<file path="config.mk">
export PLATFORM = sky130hd
export DESIGN_NAME = uart_7n_tx
export DESIGN_NICKNAME = d
export VERILOG_FILES = /design/src/rtl/uart_pkg.sv /design/src/rtl/uart_baud_gen.sv /design/src/rtl/uart_7n_tx.sv
export SDC_FILE = /design/constraint.sdc
export NUM_CORES = 1
export LEC_CHECK = 0
export ABC_AREA = 1
export CAP_MARGIN = 20
export CORE_MARGIN = 3
export CORE_UTILIZATION = 38
export DETAILED_ROUTE_END_ITERATION = 16
export SLEW_MARGIN = 20
export SYNTH_ARGS = -nofsm -noshare
export SYNTH_HDL_FRONTEND = slang
export SYNTH_HIERARCHICAL = 1
export SYNTH_SLANG_ARGS = --single-unit
</file>
<file path="constraint.sdc">
create_clock -name clk_i -period 2.3 [get_ports clk_i]
set_input_delay 0.345 -clock clk_i [delete_from_list [all_inputs] [get_ports clk_i]]
set_output_delay 0.345 -clock clk_i [all_outputs]
set_load 0.05 [all_outputs]
</file>
<file path="src/rtl/uart_pkg.sv">
// rtl/uart_pkg.sv - shared UART types and constants for the 7N link TX/RX
package uart_pkg;

  localparam int UART_DATA_BITS = 7;

  typedef enum logic [1:0] {IDLE, START, DATA, STOP} uart_tx_state_t;

  typedef logic [UART_DATA_BITS-1:0] uart_word_t;

endpackage

</file>
<file path="src/rtl/uart_baud_gen.sv">
// rtl/uart_baud_gen.sv - bit-period counter with a one-cycle tick at terminal count
module uart_baud_gen #(
  parameter int p_clks_per_bit = 868
) (
  input  logic clk_i,
  input  logic rst_n_i,
  input  logic clear_i,
  output logic tick_o
);

  localparam int            CW = $clog2(p_clks_per_bit);
  localparam logic [CW-1:0] TC = CW'(p_clks_per_bit - 1);

  logic [CW-1:0] cnt_q;
  logic [CW-1:0] cnt_d;

  always_comb begin
    cnt_d = cnt_q + 1'b1;
    if (clear_i || (cnt_q == TC)) begin
      cnt_d = '0;
    end
  end

  always_ff @(posedge clk_i or negedge rst_n_i) begin
    if (!rst_n_i) begin
      cnt_q <= '0;
    end else begin
      cnt_q <= cnt_d;
    end
  end

  assign tick_o = (cnt_q == TC);

endmodule

</file>
<file path="src/rtl/uart_7n_tx.sv">
// rtl/uart_7n_tx.sv - 7N UART transmitter draining a first-word-fall-through FIFO
module uart_7n_tx
  import uart_pkg::*;
#(
  parameter int p_word_size    = 8,
  parameter int p_clks_per_bit = 868,
  parameter int p_stop_bits    = 1
) (
  input  logic                   clk_i,
  input  logic                   rst_n_i,
  input  logic [p_word_size-1:0] fifo_data_i,
  input  logic                   fifo_valid_i,
  output logic                   fifo_read_o,
  output logic                   tx_o,
  output logic                   busy_o,
  output logic                   frame_done_o
);

  localparam logic [2:0] LAST_BIT  = 3'(UART_DATA_BITS - 1);
  localparam logic       LAST_STOP = 1'(p_stop_bits - 1);

  uart_tx_state_t state_q;
  uart_word_t     shift_q;
  logic [2:0]     bit_idx_q;
  logic           stop_idx_q;
  logic           tx_q;
  logic           busy_q;

  logic tick;
  logic frame_end;
  logic pop;
  logic unused_fifo_hi;

  assign unused_fifo_hi = ^fifo_data_i;

  assign frame_end = (state_q == STOP) && tick && (stop_idx_q == LAST_STOP);
  // Gating with rst_n_i keeps the FIFO from being drained while held in reset.
  assign pop = rst_n_i && fifo_valid_i && ((state_q == IDLE) || frame_end);

  uart_baud_gen #(
    .p_clks_per_bit(p_clks_per_bit)
  ) u_baud (
    .clk_i  (clk_i),
    .rst_n_i(rst_n_i),
    .clear_i((state_q == IDLE) || pop),
    .tick_o (tick)
  );

  always_ff @(posedge clk_i or negedge rst_n_i) begin
    if (!rst_n_i) begin
      state_q    <= IDLE;
      shift_q    <= '0;
      bit_idx_q  <= '0;
      stop_idx_q <= 1'b0;
      tx_q       <= 1'b1;
      busy_q     <= 1'b0;
    end else if (pop) begin
      shift_q    <= fifo_data_i[UART_DATA_BITS-1:0];
      state_q    <= START;
      tx_q       <= 1'b0;
      busy_q     <= 1'b1;
    end else begin
      case (state_q)
        START: if (tick) begin
          state_q   <= DATA;
          bit_idx_q <= '0;
          tx_q      <= shift_q[0];
        end
        DATA: if (tick) begin
          shift_q <= shift_q >> 1;
          tx_q    <= shift_q[1];
          if (bit_idx_q == LAST_BIT) begin
            state_q    <= STOP;
            stop_idx_q <= 1'b0;
            tx_q       <= 1'b1;
          end else begin
            bit_idx_q <= bit_idx_q + 1'b1;
          end
        end
        STOP: if (tick) begin
          if (stop_idx_q == LAST_STOP) begin
            state_q <= IDLE;
            busy_q  <= 1'b0;
          end else begin
            stop_idx_q <= stop_idx_q + 1'b1;
          end
        end
        default: state_q <= IDLE;
      endcase
    end
  end

  assign fifo_read_o  = pop;
  assign tx_o         = tx_q;
  assign busy_o       = busy_q;
  assign frame_done_o = frame_end;

endmodule

</file>
# Word level (Yosys, flattened, before mapping)
# Index checks and enable logic that the tools add are counted.
[totals]
ff_bits = 25
latch_bits = 0
mem_bits_rw = 0
rom_bits = 0
out_inout_bits = 4
wordCells = 77
mem_count = 0
[op_classes]
add_sub_neg = 3
n_mul = 0
div = 0
order_cmp = 0
eq_ne = 16
shift = 0
mux = 29
bitwise = 2
n_reduce_logical = 20
[op_table]
columns = ["operator", "n"]
rows = [
  ["$mux W7", 3],
  ["$ne A3 B3 Y1 const B", 5],
  ["$reduce_and A5 Y1", 3],
  ["$mux W1", 12],
  ["$mux W2", 6],
  ["$add A10 B1 Y10 const B", 1],
  ["$eq A10 B10 Y1 const B", 1],
  ["$mux W10", 1],
  ["$ne A2 B2 Y1 const B", 5],
  ["$reduce_bool A2 Y1", 5],
  ["$mux W3", 3],
  ["$pmux W2 S3", 1],
  ["$pmux W3 S2", 1],
  ["$reduce_and A3 Y1", 2],
  ["$eq A2 B2 Y1 const B", 2],
  ["$logic_and A1 B1 Y1", 4],
  ["$pmux W1 S2", 2],
  ["$add A3 B1 Y3 const B", 1],
  ["$eq A3 B3 Y1 const B", 1],
  ["$logic_or A1 B1 Y1", 3],
  ["$reduce_bool A3 Y1", 1],
  ["$eq A2 B1 Y1 const B", 1],
  ["$logic_not A2 Y1", 1],
  ["$ne A2 B1 Y1 const B", 1],
  ["other kinds (3)", 4],
]

# Longest topological paths before layout
[depth]
ltp_word = 8
mapped_depth = 13
mapped_depth_nobuf = 12

# Modules after synthesis
# The synthesis kept the hierarchy.
[modules_own_cells]
columns = ["mod", "n_inst", "cells_each", "area_each_um2", "seq_area_each_um2"]
rows = [
  ["uart_7n_tx", 1, 120, 874.6, 351.6],
  ["uart_baud_gen", 1, 73, 565.5, 250.2],
]

# Least setup slack after synthesis
# No wires, ideal clock.
[synth_path]
path_type = "reg-to-output"
start = "register u_baud.cnt_q[0]"
end = "output fifo_read_o"
arrival_time_ps = 1601
required_time_ps = 1955
path_slack_ps = 354
stages_incl_launch_ff = 10
path_cell_list = "dfrtp_1 ha_1 nand2_1 nor2_2 nand3_2 inv_1 nand2_2 nand2_2 nand2_4 inv_1"
[synth_via]
elab_chain_len = 5
[synth_rtl]
columns = ["item", "line", "rtl"]
rows = [
  ["from (decl)", "uart_baud_gen.sv:14", "logic [CW-1:0] cnt_q;"],
  ["from (signal assigned)", "uart_baud_gen.sv:28", "cnt_q <= cnt_d;"],
  ["$eq A10 B10 Y1", "uart_baud_gen.sv:32", "assign tick_o = (cnt_q == TC);"],
  ["via tick", "uart_7n_tx.sv:29", "logic tick;"],
  ["$logic_and A1 B1 Y1 (2 in series)", "uart_7n_tx.sv:36", "assign frame_end = (state_q == STOP) && tick && (stop_idx_q == LAST_STOP);"],
  ["$logic_or A1 B1 Y1", "uart_7n_tx.sv:38", "assign pop = rst_n_i && fifo_valid_i && ((state_q == IDLE) || frame_end);"],
  ["$logic_and A1 B1 Y1", "uart_7n_tx.sv:38", ""],
  ["to (decl)", "uart_7n_tx.sv:13", "output logic fifo_read_o,"],
]
# The timed path passes the listed nets, and every way through them passes these cells.

# Worst setup path after layout
# Ends and elaborated chain as after synthesis.

==> results.md <==
* Final hold vios at 0
* Die width at 67.6 um
* Post-CTS Hold Buffers at 0
* CP delay by family, top: simple AND/OR/NAND/NOR gates
* Final worst path period need at 2.15 ns
* Crit Path Max Fanout at 6
* Critical path cell sequence: ha_2 -> nand2_1 -> nor2_2 -> nand3_2 -> inv_4 -> nand2_2 -> nand2_2 -> nand2_4 -> clkinvlp_4 -> buf_12
* Data arrival, critical path at 1.80 ns
* DP HPWL at 2.08 mm
* CP startpoint kind: flip-flop
* Area occupied by multi-input gates at 694 um2
* Fmax at 0.466 GHz
* Syn Area/Cell at 7.46 um2
* CTS max path bufs at 2
* Die ar. at 4560 um2
* Detail Route met3 WL at 74 um
* Post-Route WL at 2.73 mm
* Clk root buf: clkbuf_8
* Final period util at 0.934
* Mapped Cells at 193
* RSZ-0062 raised after global routing: false
* Worst-Skew Late Latency at 0.27 ns
* Drt first pass iters at 3
* Max-Cap Viols at 0
* Placed Area at 1640 um2
* WS Path Type: flip-flop to primary output
* Synth warn at 6
* Clock tree sinks at 24
* Initial DRC Count at 35
* Global router's overall resource usage at 0.137
* Initial core utilization at 0.412
* WL/cell at 10.6 um
* Setup Skew at 0.00361 ns
* Yosys cell types at 22
* Die span in y at 67.6 um
* Worst IR Drop VDD at 0.000296 V
* Core area at 3490 um2
* Initial antenna violation count at 0
* Synthesized cell area at 1440 um2
* Status: completed
* Setup Viol. Count Final at 0
* I/O pins at 15
* CP max-delay cell: dfrtp_1
* Final Slew Violations at 0
* Vias in the first global route at 1149
* Highest routed layer: met4
* Crit. End Element: primary output
* Worst min path class: flip-flop to flip-flop
* Setup TNS at 0 ns
* Routability Congestion at 0.774
* WL met1 at 1.22 mm
* Fill count at 351
* Total CTS buffers at 3
* Seq/Total Area, Yosys at 0.418
* Clock transition at path regs at 0.08 ns
* CTS tree: yes
* Met2 wire length at 1.40 mm
* Rel. slew slack at 0.669
* Fraction of layout cells with a size suffix above 1 at 0.142
* Via-per-instance ratio at 4.59
* FF+latch count, synth at 24
* Leakage power at 0.932 nW
* CP Buf/Inv Count at 3
* H-tree Lvls at 1
* GRT Residual Overflow at 0
* Detail Route Antenna Nets at 0
* Slew @ Worst Pin at 0.495 ns
* Fin area at 1720 um2
* Area Growth Syn to Fin at 19.6%
* First-pass GRT wire length at 4.73 mm
* Slowest stage delay, CP at 0.42 ns
* IO Port Bufs at 13
* Nets at 231
* Syn Nets at 211
* Largest net degree at the start of global routing at 25
* Power per cell area at 429 nW/um2
* # rows at 21
* DRC viols at 0
* Crit path top cell by count: nand2_2
* ANT cells at 0
* Reg area at 602 um2
* Critical path data required time at 1.96 ns
* Via count at 1183
-- placed cells by master, fill, tap and decap left out, drive strengths merged, types with 2 or more instances in the layout --
cell type / n
clkdlybuf4s50: 11
nor2: 37
ha: 7
buf: 6
xor2: 4
inv: 33
clkbuf: 4
nand4: 5
o21ai: 7
nand3: 14
or2: 2
dfrtp: 23
nand2: 54
-- tightest hold or removal path, stage by stage (launching register included) --
cell and delay (ns):
dfrtp_1 0.36, nand2_1 0.05, nand2_1 0.05
-- synthesized netlist by cell type --
cell type / number / area share
buf_4: 1 / 0.0052
a21oi_1: 1 / 0.0035
nand2_2: 3 / 0.013
xor2_1: 4 / 0.024
nand4_1: 5 / 0.022
dfstp_2: 1 / 0.018
nor2_2: 6 / 0.026
nand3_2: 4 / 0.028
nand2_4: 2 / 0.016
xnor2_1: 1 / 0.0061
buf_6: 1 / 0.0078
nand3_1: 10 / 0.035
or2_2: 1 / 0.0043
o21ai_0: 4 / 0.014
inv_1: 34 / 0.089
dfrtp_1: 23 / 0.40
nand2_1: 49 / 0.13
a21o_1: 1 / 0.0052
o21ai_1: 3 / 0.010
nor2_1: 31 / 0.081
or2_1: 1 / 0.0043
ha_1: 7 / 0.061
-- per-stage QoR --
stage / hold WS, ns / power (W) / setup slack [ns] / cells / utilization
after floorplan: 0.0494 / 0.000432 / 0.354 / 193 / -
after global placement: 0.468 / 0.000458 / 0.278 / 252 / 0.470
after detailed placement: 0.472 / 0.000458 / 0.239 / 252 / 0.470
after CTS: 0.494 / 0.000756 / 0.00884 / 256 / 0.487
after global routing: 0.517 / 0.000776 / 0.0134 / 258 / 0.493
final: 0.491 / 0.000739 / 0.153 / 258 / 0.493
-- registers in the layout, indices dropped and copies added (netlist names) --
signal and cells:
u_baud/cnt_q 10, busy_o 1, shift_q 7, state_q 2, tx_o 1, bit_idx_q 3
-- area by class of cell --
type	count	share of cell area
inverter	34	0.0777
sequential	24	0.349
timing repair buffer	17	0.105
clock buffer	4	0.0320
tap	46	0.0334
multi-input combinational	133	0.403
-- repair_timing --
item,in CTS,in global routing
pin swaps,0,0
buffers inserted,0,2
gates resized for setup,1,3
endpoints found under the setup margin,1,1
-- cells by family (layout without fill, tap and decap cells) --
kind of cell / after synthesis / count (layout) / synth area share
AO/OA/AOI/OAI: 9 / 9 / 0.0330
XOR/XNOR: 5 / 5 / 0.0304
adder cells (fa/ha/maj): 7 / 7 / 0.0608
buffers and inverters: 36 / 55 / 0.102
flip-flops: 24 / 24 / 0.418
AND/OR/NAND/NOR: 112 / 112 / 0.356
-- power by group --
part	leakage [nW]	internal, W	total, W	switching (W)
clock	0.0288	0.000153	0.000290	0.000137
combinational	0.628	0.0000151	0.0000273	0.0000122
sequential	0.275	0.000422	0.000422	0
-- worst paths after layout --
path,startpoint,to,slack [ns],cells after the start
max reg2reg,u_baud/cnt_q[0]$_DFF_PN0_,shift_q[1]$_DFFE_PN0P_,0.41,12
min in group asynchronous,rst_n_i,state_q[0]$_DFFE_PN0P_,0.51,2
max in group asynchronous,rst_n_i,tx_o$_DFFE_PN1P_,1.50,2
max,u_baud/cnt_q[0]$_DFF_PN0_,fifo_read_o,0.15,10
min reg2reg,busy_o$_DFFE_PN0P_,busy_o$_DFFE_PN0P_,0.49,2
min,busy_o$_DFFE_PN0P_,busy_o$_DFFE_PN0P_,0.49,2
-- layer usage --
metal,global-route usage,vias up
met1,0.146,551
met5,0,-
li1,-,619
met4,0.0532,0
met2,0.252,9
met3,0.0366,4
Power figures use the tool's default switching activity.
